`src/rtl/dcache_line_adapter.sv`:
```
// Bridges the data cache's 256-bit line port to 4-beat, 64-bit memory bursts:
// reads gather beats into a fill line, writes split a victim line into beats.
module dcache_line_adapter #(
  parameter int BEAT_WIDTH  = 64,
  parameter int BEATS       = 4,
  parameter int OFFSET_BITS = 5,
  localparam int LINE_WIDTH = BEAT_WIDTH * BEATS,
  localparam int CNT_W      = $clog2(BEATS)
) (
  input  logic                  clk,
  input  logic                  rst,
  input  logic [LINE_WIDTH-1:0] line_i,
  output logic [LINE_WIDTH-1:0] line_o,
  input  logic [31:0]           address_i,
  input  logic                  read_i,
  input  logic                  write_i,
  output logic                  resp_o,
  input  logic [BEAT_WIDTH-1:0] burst_i,
  output logic [BEAT_WIDTH-1:0] burst_o,
  output logic [31:0]           address_o,
  output logic                  read_o,
  output logic                  write_o,
  input  logic                  resp_i,
  output logic [1:0]            dbg_state_o
);

  // Handshake: cache side holds read_i/write_i high until the one-cycle resp_o
  // pulse; memory side advances one beat on every cycle resp_i is high while
  // read_o/write_o is asserted, and resp_i stalls the burst when low.
  typedef enum logic [1:0] {
    S_IDLE     = 2'd0,
    S_RD_BURST = 2'd1,
    S_WR_BURST = 2'd2,
    S_DONE     = 2'd3
  } state_t;

  localparam logic [CNT_W-1:0] LAST_BEAT = CNT_W'(BEATS - 1);
  localparam logic [31:0]      ADDR_MASK = ~((32'd1 << OFFSET_BITS) - 32'd1);

  state_t                  r_state;
  logic [CNT_W-1:0]        r_cnt;
  logic [LINE_WIDTH-1:0]   r_wbuf;
  logic [LINE_WIDTH-1:0]   r_line;
  logic [31:0]             r_addr;
  logic                    r_read;
  logic                    r_write;
  logic                    r_resp;
  logic [31:0]             w_addr_aligned;

  assign w_addr_aligned = address_i & ADDR_MASK;

  always_ff @(posedge clk or negedge rst) begin
    if (!rst) begin
      r_state <= S_IDLE;
      r_cnt   <= '0;
      r_wbuf  <= '0;
      r_line  <= '0;
      r_addr  <= '0;
      r_read  <= 1'b0;
      r_write <= 1'b0;
      r_resp  <= 1'b0;
    end else begin
      case (r_state)
        S_IDLE: begin
          // Writeback must precede the fill when both are requested.
          if (write_i) begin
            r_wbuf  <= line_i;
            r_addr  <= w_addr_aligned;
            r_cnt   <= '0;
            r_write <= 1'b1;
            r_state <= S_WR_BURST;
          end else if (read_i) begin
            r_addr  <= w_addr_aligned;
            r_cnt   <= '0;
            r_read  <= 1'b1;
            r_state <= S_RD_BURST;
          end
        end
        S_RD_BURST: begin
          if (resp_i) begin
            r_line[BEAT_WIDTH*r_cnt +: BEAT_WIDTH] <= burst_i;
            r_cnt <= r_cnt + 1'b1;
            if (r_cnt == LAST_BEAT) begin
              r_read  <= 1'b0;
              r_resp  <= 1'b1;
              r_state <= S_DONE;
            end
          end
        end
        S_WR_BURST: begin
          if (resp_i) begin
            r_cnt <= r_cnt + 1'b1;
            if (r_cnt == LAST_BEAT) begin
              r_write <= 1'b0;
              r_resp  <= 1'b1;
              r_state <= S_DONE;
            end
          end
        end
        S_DONE: begin
          r_resp  <= 1'b0;
          r_state <= S_IDLE;
        end
        default: begin
          r_read  <= 1'b0;
          r_write <= 1'b0;
          r_resp  <= 1'b0;
          r_state <= S_IDLE;
        end
      endcase
    end
  end

  assign burst_o     = (r_state == S_WR_BURST) ? r_wbuf[BEAT_WIDTH*r_cnt +: BEAT_WIDTH]
                                               : '0;
  assign line_o      = r_line;
  assign address_o   = r_addr;
  assign read_o      = r_read;
  assign write_o     = r_write;
  assign resp_o      = r_resp;
  assign dbg_state_o = r_state;

endmodule
```
`config.mk`:
```
export PLATFORM = sky130hd
export DESIGN_NAME = dcache_line_adapter
export DESIGN_NICKNAME = d
export VERILOG_FILES = /design/src/rtl/dcache_line_adapter.sv
export SDC_FILE = /design/constraint.sdc
export NUM_CORES = 1
export LEC_CHECK = 0
export CELL_PAD_IN_SITES_DETAIL_PLACEMENT = 2
export CELL_PAD_IN_SITES_GLOBAL_PLACEMENT = 2
export CORE_AREA = 2 2 279 281
export CTS_BUF_LIST = sky130_fd_sc_hd__clkbuf_16
export CTS_CLUSTER_SIZE = 24
export DETAILED_ROUTE_END_ITERATION = 7
export DIE_AREA = 0 0 281 283
export GPL_ROUTABILITY_DRIVEN = 0
export PLACE_DENSITY = 0.79
export SLEW_MARGIN = 20
export SYNTH_ARGS = -nofsm -noshare
export SYNTH_HDL_FRONTEND = slang
export SYNTH_SLANG_ARGS = --single-unit
```
`constraint.sdc`:
```
create_clock -name clk -period 3 [get_ports clk]
set_input_delay 0.6 -clock clk [delete_from_list [all_inputs] [get_ports clk]]
set_output_delay 0.6 -clock clk [all_outputs]
set_load 0.02 [all_outputs]
```
# ---- After elaboration in Yosys (flattened, before gate mapping)
# Index checks and enable logic that the tools add are counted.
dict set report totals {
  ff_bits 551
  latchBits 0
  mem_bits_rw 0
  mem_bits_ro 0
  inputBits 357
  out_inout_bits 357
  word_cells 65
  mem_count 0
}
dict set report classes {
  add_sub_neg 2
  n_mul 0
  n_div 0
  n_lt_le_gt_ge 0
  eq_ne 14
  shifts 3
  n_mux 23
  bitwise_logic 0
  n_reduce_logical 15
}
# operator n
set op_table {}
lappend op_table {{bitwise mux 256 bit} 1}
lappend op_table {{variable shift 64 x 34 -> 256 bit (first input constant)} 1}
lappend op_table {{variable part select 256 x 9 -> 64 bit} 1}
lappend op_table {{variable part select 64 x 34 -> 256 bit} 1}
lappend op_table {{two-way mux 32 bit} 2}
lappend op_table {{two-way mux 64 bit} 1}
lappend op_table {{negator 8 -> 34 bit} 1}
lappend op_table {{two-way mux 2 bit} 7}
lappend op_table {{!= test 2 bit (second input constant)} 7}
lappend op_table {{nonzero test 2 bit} 5}
lappend op_table {{AND reduction 3 bit} 3}
lappend op_table {{two-way mux 1 bit} 7}
lappend op_table {{equality test 2 bit (second input constant)} 3}
lappend op_table {{one-hot mux 1 bit (2 select lines)} 3}
lappend op_table {{one-hot mux 2 bit (3 select lines)} 1}
lappend op_table {{AND reduction 2 bit} 3}
lappend op_table {{AND reduction 5 bit} 1}
lappend op_table {{!= test 2 x 1 -> 1 bit (second input constant)} 2}
lappend op_table {{one-hot mux 2 bit (2 select lines)} 1}
lappend op_table {{AND reduction 4 bit} 1}
lappend op_table {{!= test 3 bit (second input constant)} 1}
lappend op_table {{adder 2 x 1 -> 2 bit (second input constant)} 1}
lappend op_table {{equality test 2 x 1 -> 1 bit (second input constant)} 1}
lappend op_table {{zero test 2 bit} 1}
lappend op_table {{OR reduction 2 bit} 1}

# ---- Logic depth before layout (Yosys ltp)
dict set report depth {
  ltp_word 4
  depth_mapped 10
  depth_no_buf 5
}

# ---- Worst setup path after synthesis
# Ideal clock, no wire load.
dict set report synth_path {
  path_type {register to register}
  from {register r_cnt[1]}
  to {register r_line[100], in the netlist line_o[100]}
  setup_time_ps 66
  arrival_ps 2204
  setup_slack_ps 730
  path_stages_with_launch 10
  n_path_buf 4
  path_cell_list {dfrtp_1 > buf_2 > buf_2 > inv_1 > ha_1 > buf_4 > inv_1 > nor4b_4 > buf_6 > a22o_1}
}
dict set report synth_between {
  elab_chain_len 3
  word_cells_on_any_way 4
  cone_classes {1 x add/sub; 2 x shift; 1 x mux}
}
# item line
set synth_lines {}
lappend synth_lines {{start, declared} 41} ;# logic [CNT_W-1:0] r_cnt;
lappend synth_lines {{start signal, assigned} 82} ;# r_cnt <= r_cnt + 1'b1;
lappend synth_lines {{start signal, assigned} 92} ;# r_cnt <= r_cnt + 1'b1;
lappend synth_lines {{negator 8 -> 34 bit *} 81} ;# r_line[BEAT_WIDTH*r_cnt +: BEAT_WIDTH] <= burst_i;
lappend synth_lines {{variable part select 64 x 34 -> 256 bit / variable shift 64 x 34 -> 256 bit (equally long branches)} 81}
lappend synth_lines {{bitwise mux 256 bit *} 81}
lappend synth_lines {{end signal, assigned by index} 81}
lappend synth_lines {{end, declared} 43} ;# logic [LINE_WIDTH-1:0] r_line;
# Mark *: on every way between the ends. The rest lies on a longest branch, timed or not.
# A chain may end at the register's enable or synchronous reset.

# ---- Worst setup path in the final report
dict set report layout_path {
  from {register r_cnt[0]}
  to {output burst_o[4]}
}
dict set report layout_between {
  elab_chain_len 2
}
# item line
set layout_lines {}
lappend layout_lines {{variable part select 256 x 9 -> 64 bit} 114} ;# assign burst_o = (r_state == S_WR_BURST) ? r_wbuf[BEAT_WIDTH*r_cnt +: BEAT_WIDTH]
lappend layout_lines {{two-way mux 64 bit} 114}
lappend layout_lines {{end, declared} 19} ;# output logic [BEAT_WIDTH-1:0] burst_o,
# No other way between the ends.

==> metrics.txt <==
# TYPE chip_impl_metric gauge
chip_impl_metric{name="grt.overflow.total",unit=""} 0
chip_impl_metric{name="totalWireLength",unit="µm"} 86100
chip_impl_info{name="critical-path-top-delay-family",value="buffers and inverters"} 1
chip_impl_info{name="worst_setup_path_start_kind",value="flop"} 1
chip_impl_metric{name="ys.warnings.count",unit=""} 0
chip_impl_info{name="timing.critical_path.mode_cell",value="buf_12"} 1
chip_impl_metric{name="fp.dieArea",unit="µm²"} 79500
chip_impl_info{name="tritoncts",value="done"} 1
chip_impl_metric{name="post_drt_wl_per_cell",unit="µm"} 26.6
chip_impl_info{name="crit_path_start",value="r_cnt[0]"} 1
chip_impl_metric{name="p_per_area",unit="nW/µm²"} 949
chip_impl_metric{name="max_slew.worst_pin.slew",unit="ns"} 0.970
chip_impl_metric{name="clock_tree.buffer_depth",unit=""} 3
chip_impl_metric{name="crit_share_post_route",unit="%"} 97.3
chip_impl_metric{name="route.detailed.vias_per_inst",unit=""} 4.93
chip_impl_metric{name="clock_insertion_delay_worst_skew",unit="ns"} 0.60
chip_impl_metric{name="finalHoldViolCount",unit=""} 0
chip_impl_metric{name="timing.reg2reg.setup_slack",unit="ns"} 0.35
chip_impl_metric{name="cp_slowest_stage_delay",unit="ns"} 0.52
chip_impl_metric{name="placementRows",unit=""} 102
chip_impl_metric{name="worst_ep_required_time",unit="ns"} 2.40
chip_impl_info{name="critical_path.reg2reg.endpoint",value="line_o[165]"} 1
chip_impl_metric{name="timing.reg2reg.worst_path_depth",unit=""} 8
chip_impl_metric{name="dr.pass1.iters",unit=""} 5
chip_impl_metric{name="initial_cell_density_of_the_core",unit="%"} 28.9
chip_impl_info{name="worstSetupEndpoint",value="burst_o[4]"} 1
chip_impl_metric{name="vias",unit=""} 16000
chip_impl_info{name="end_kind",value="output pin"} 1
chip_impl_metric{name="drc_errors",unit=""} 0
chip_impl_metric{name="fmax",unit="MHz"} 343
chip_impl_info{name="crit_path_cell_trace",value="buf_12 > buf_12 > buf_6 > mux4_2 > and2_4 > buf_4"} 1
chip_impl_info{name="cp_slowest_cell",value="dfrtp_4"} 1
chip_impl_metric{name="cp.depth",unit=""} 6
chip_impl_metric{name="layout.nets",unit=""} 2502
chip_impl_metric{name="core_area",unit="µm²"} 76700
chip_impl_metric{name="io_pins",unit=""} 714
chip_impl_info{name="leading_cell_types_in_the_layout_fill_and_taps_excluded",value="638 x clkdlybuf4s50_1, 544 x dfrtp_1, 283 x mux2_2, 252 x a22o_1, 69 x clkbuf_16"} 1
chip_impl_metric{name="clock_buffers_created_by_tritoncts",unit=""} 66
chip_impl_info{name="timing.setup.critical_path_class",value="reg2out"} 1
chip_impl_metric{name="detailed_place.area",unit="µm²"} 30600
chip_impl_metric{name="synthDistinctLibCells",unit=""} 41
chip_impl_metric{name="critical_path_buf_inv_count",unit=""} 4
chip_impl_metric{name="maximum_capacitance_violations",unit=""} 0
chip_impl_metric{name="ys_ff_latch",unit=""} 546
chip_impl_info{name="root_buffer",value="clkbuf_16"} 1
chip_impl_metric{name="dieHeight",unit="µm"} 283
chip_impl_metric{name="period_needed",unit="ns"} 2.92
chip_impl_metric{name="p_leak",unit="nW"} 14.2
chip_impl_metric{name="synth_sequential_area_ratio",unit="%"} 61.7
chip_impl_metric{name="worst_path_max_fanout",unit=""} 9
chip_impl_metric{name="worst_clock_skew",unit="ns"} 0.0211
chip_impl_metric{name="final_design_area_no_fill",unit="µm²"} 32800
chip_impl_metric{name="layout-drive-gt1-share",unit="%"} 27.6
chip_impl_metric{name="relSlewSlack",unit="%"} 35.3
chip_impl_metric{name="clk_pin_slew_worst_paths",unit="ns"} 0.06
chip_impl_info{name="outcome",value="completed"} 1
chip_impl_metric{name="ir_worst_vdd",unit="mV"} 0.517
chip_impl_metric{name="number_of_antenna_violations_at_the_first_check_in_global_routing",unit=""} 23
chip_impl_info{name="rr_startpoint",value="r_cnt[0]"} 1
chip_impl_metric{name="maxSlewViolCount",unit=""} 0
chip_impl_metric{name="wire_length_of_the_first_global_routing_pass",unit="µm"} 129000
chip_impl_metric{name="cts.sink_count",unit=""} 546
chip_impl_metric{name="cts_max_level",unit=""} 3
chip_impl_metric{name="arrival",unit="ns"} 2.32
chip_impl_metric{name="detail_route.iter0.violations",unit=""} 613
chip_impl_metric{name="post_synth_inst_count",unit=""} 1394
chip_impl_metric{name="place.detailed.hpwl",unit="µm"} 59600
chip_impl_metric{name="synthToLayoutAreaGrowth",unit="%"} 48.3
chip_impl_metric{name="placement.io_buffers",unit=""} 703
chip_impl_metric{name="fillCellCount",unit=""} 7421
chip_impl_metric{name="pin_count_of_the_biggest_net_entering_global_routing",unit=""} 86
chip_impl_metric{name="grt_pass1_vias",unit=""} 18700
chip_impl_info{name="leading_cell_type_in_the_layout_fill_and_taps_excluded",value="clkdlybuf4s50_1"} 1
chip_impl_metric{name="design_power_total",unit="mW"} 31.2
chip_impl_metric{name="synth.cell_area",unit="µm²"} 22100
chip_impl_metric{name="die_x",unit="µm"} 281
chip_impl_metric{name="detail_route_antenna_nets",unit=""} 0
chip_impl_info{name="hold_path_class",value="reg2reg"} 1
chip_impl_metric{name="track_usage",unit="%"} 21.6
chip_impl_metric{name="number_of_failing_setup_endpoints_in_the_final_timing_report",unit=""} 0
chip_impl_metric{name="average_instance_area_after_synthesis",unit="µm²"} 15.9
sequential cells by signal, summed over array words and instances (netlist names):
name and flops:
line_o 256, r_wbuf 256, address_o 27, dbg_state_o 2
r_cnt 2, read_o 1, resp_o 1, write_o 1
synthesized netlist by cell type:
master	instances	share of area, %
a21oi_1	3	0.068
a22o_1	252	10
a31oi_1	1	0.028
and2_1	64	1.8
and2b_2	1	0.040
buf_1	4	0.068
buf_2	40	0.90
buf_4	14	0.47
buf_6	21	1.1
buf_8	1	0.068
clkbuf_1	33	0.56
clkbuf_2	1	0.023
conb_1	1	0.017
dfrtp_1	546	62
ha_1	11	0.62
inv_1	7	0.12
mux2_2	283	14
mux2i_1	4	0.18
mux4_1	3	0.36
mux4_2	61	6.2
nand2_1	8	0.14
nand2b_1	1	0.028
nand3_1	8	0.18
nand3_2	1	0.045
nand4_1	1	0.028
nand4b_1	1	0.040
nor2_1	1	0.017
nor2b_1	1	0.028
nor3_1	1	0.023
nor3_4	1	0.073
nor3b_1	1	0.034
nor4_1	1	0.028
nor4b_1	1	0.040
nor4b_4	2	0.21
nor4bb_1	1	0.045
o2111ai_1	1	0.040
o211ai_1	1	0.034
o21ai_0	7	0.16
o21ai_2	1	0.040
o22ai_1	1	0.028
o2bb2ai_1	2	0.079
per-stage QoR:
step	hold slack [ns]	utilization [%]	std cells	setup TNS, ns	worst slack, ns
after floorplan	0.304	-	1398	0	0.730
after global placement	0.469	39.8	3083	0	0.256
after detailed placement	0.480	39.8	3083	0	0.197
after CTS	0.490	42.9	3227	-0.621	-0.107
after global routing	0.511	42.8	3239	-0.0206	-0.0156
final	0.482	42.8	3240	0	0.0806
worst register-to-register path, stage by stage (launching register included):
cell     delay [ns]
dfrtp_4        0.46
buf_12         0.18
buf_4          0.20
inv_1          0.11
ha_1           0.40
inv_1          0.13
nor4b_2        0.40
buf_12         0.38
a22o_1         0.30
layer usage:
| layer | track usage [%] | share of wire, % |
|---|---|---|
| met1 | 23.5 | 35 |
| met2 | 37.5 | 52 |
| met3 | 7.80 | 8.8 |
| met4 | 9.68 | 4.0 |
| met5 | 0 | 0.17 |
power breakdown:
| part | internal [mW] | switching, mW | total [mW] |
|---|---|---|---|
| Sequential | 9.92 | 1.57 | 11.5 |
| Combinational | 6.44 | 5.38 | 11.8 |
| Clock | 4.54 | 3.31 | 7.85 |
layout make-up:
type,instances,area [µm²],area share (%)
sequential,546,13700,41.6
timing repair buffer,782,7870,24.0
multi-input combinational,731,7830,23.8
clock buffer,69,1730,5.26
tap,1040,1300,3.96
clock inverter,51,384,1.17
antenna,14,35.0,0.107
inverter,7,26.3,0.0800
what timing repair did:
action                                  in CTS  in global routing
gates resized for setup                    287                 17
hold buffers                                 1                  0
endpoints found under the setup margin      64                 26
buffers inserted                            19                  2
cloned                                       4                  0
hold endpoints to repair                    14                  0
kinds of logic after synthesis:
| family | synth area share (%) |
|---|---|
| DFF | 61.7 |
| muxes | 21.1 |
| AOI/OAI and AO/OA | 10.4 |
| buffers and inverters | 3.28 |
| and+or+nand+nor | 2.81 |
| adders and majority gates | 0.621 |
| other | 0.0169 |
worst min path at each step:
| stage | slack, ns | cells after the start | end | start |
|---|---|---|---|---|
| 4_1_cts | 0.49 | 2 | line_o[68] | line_o[68] |
| 3_3_place_gp | 0.47 | 2 | line_o[68] | line_o[68] |
| 6_report | 0.48 | 2 | line_o[68] | line_o[68] |
| 5_1_grt | 0.51 | 1 | r_wbuf[176] | r_wbuf[176] |
| 2_1_floorplan | 0.30 | 0 | address_o[10] | rst |
| 3_5_place_dp | 0.48 | 2 | line_o[68] | line_o[68] |
No activity file was read; power rests on OpenSTA's default activity.
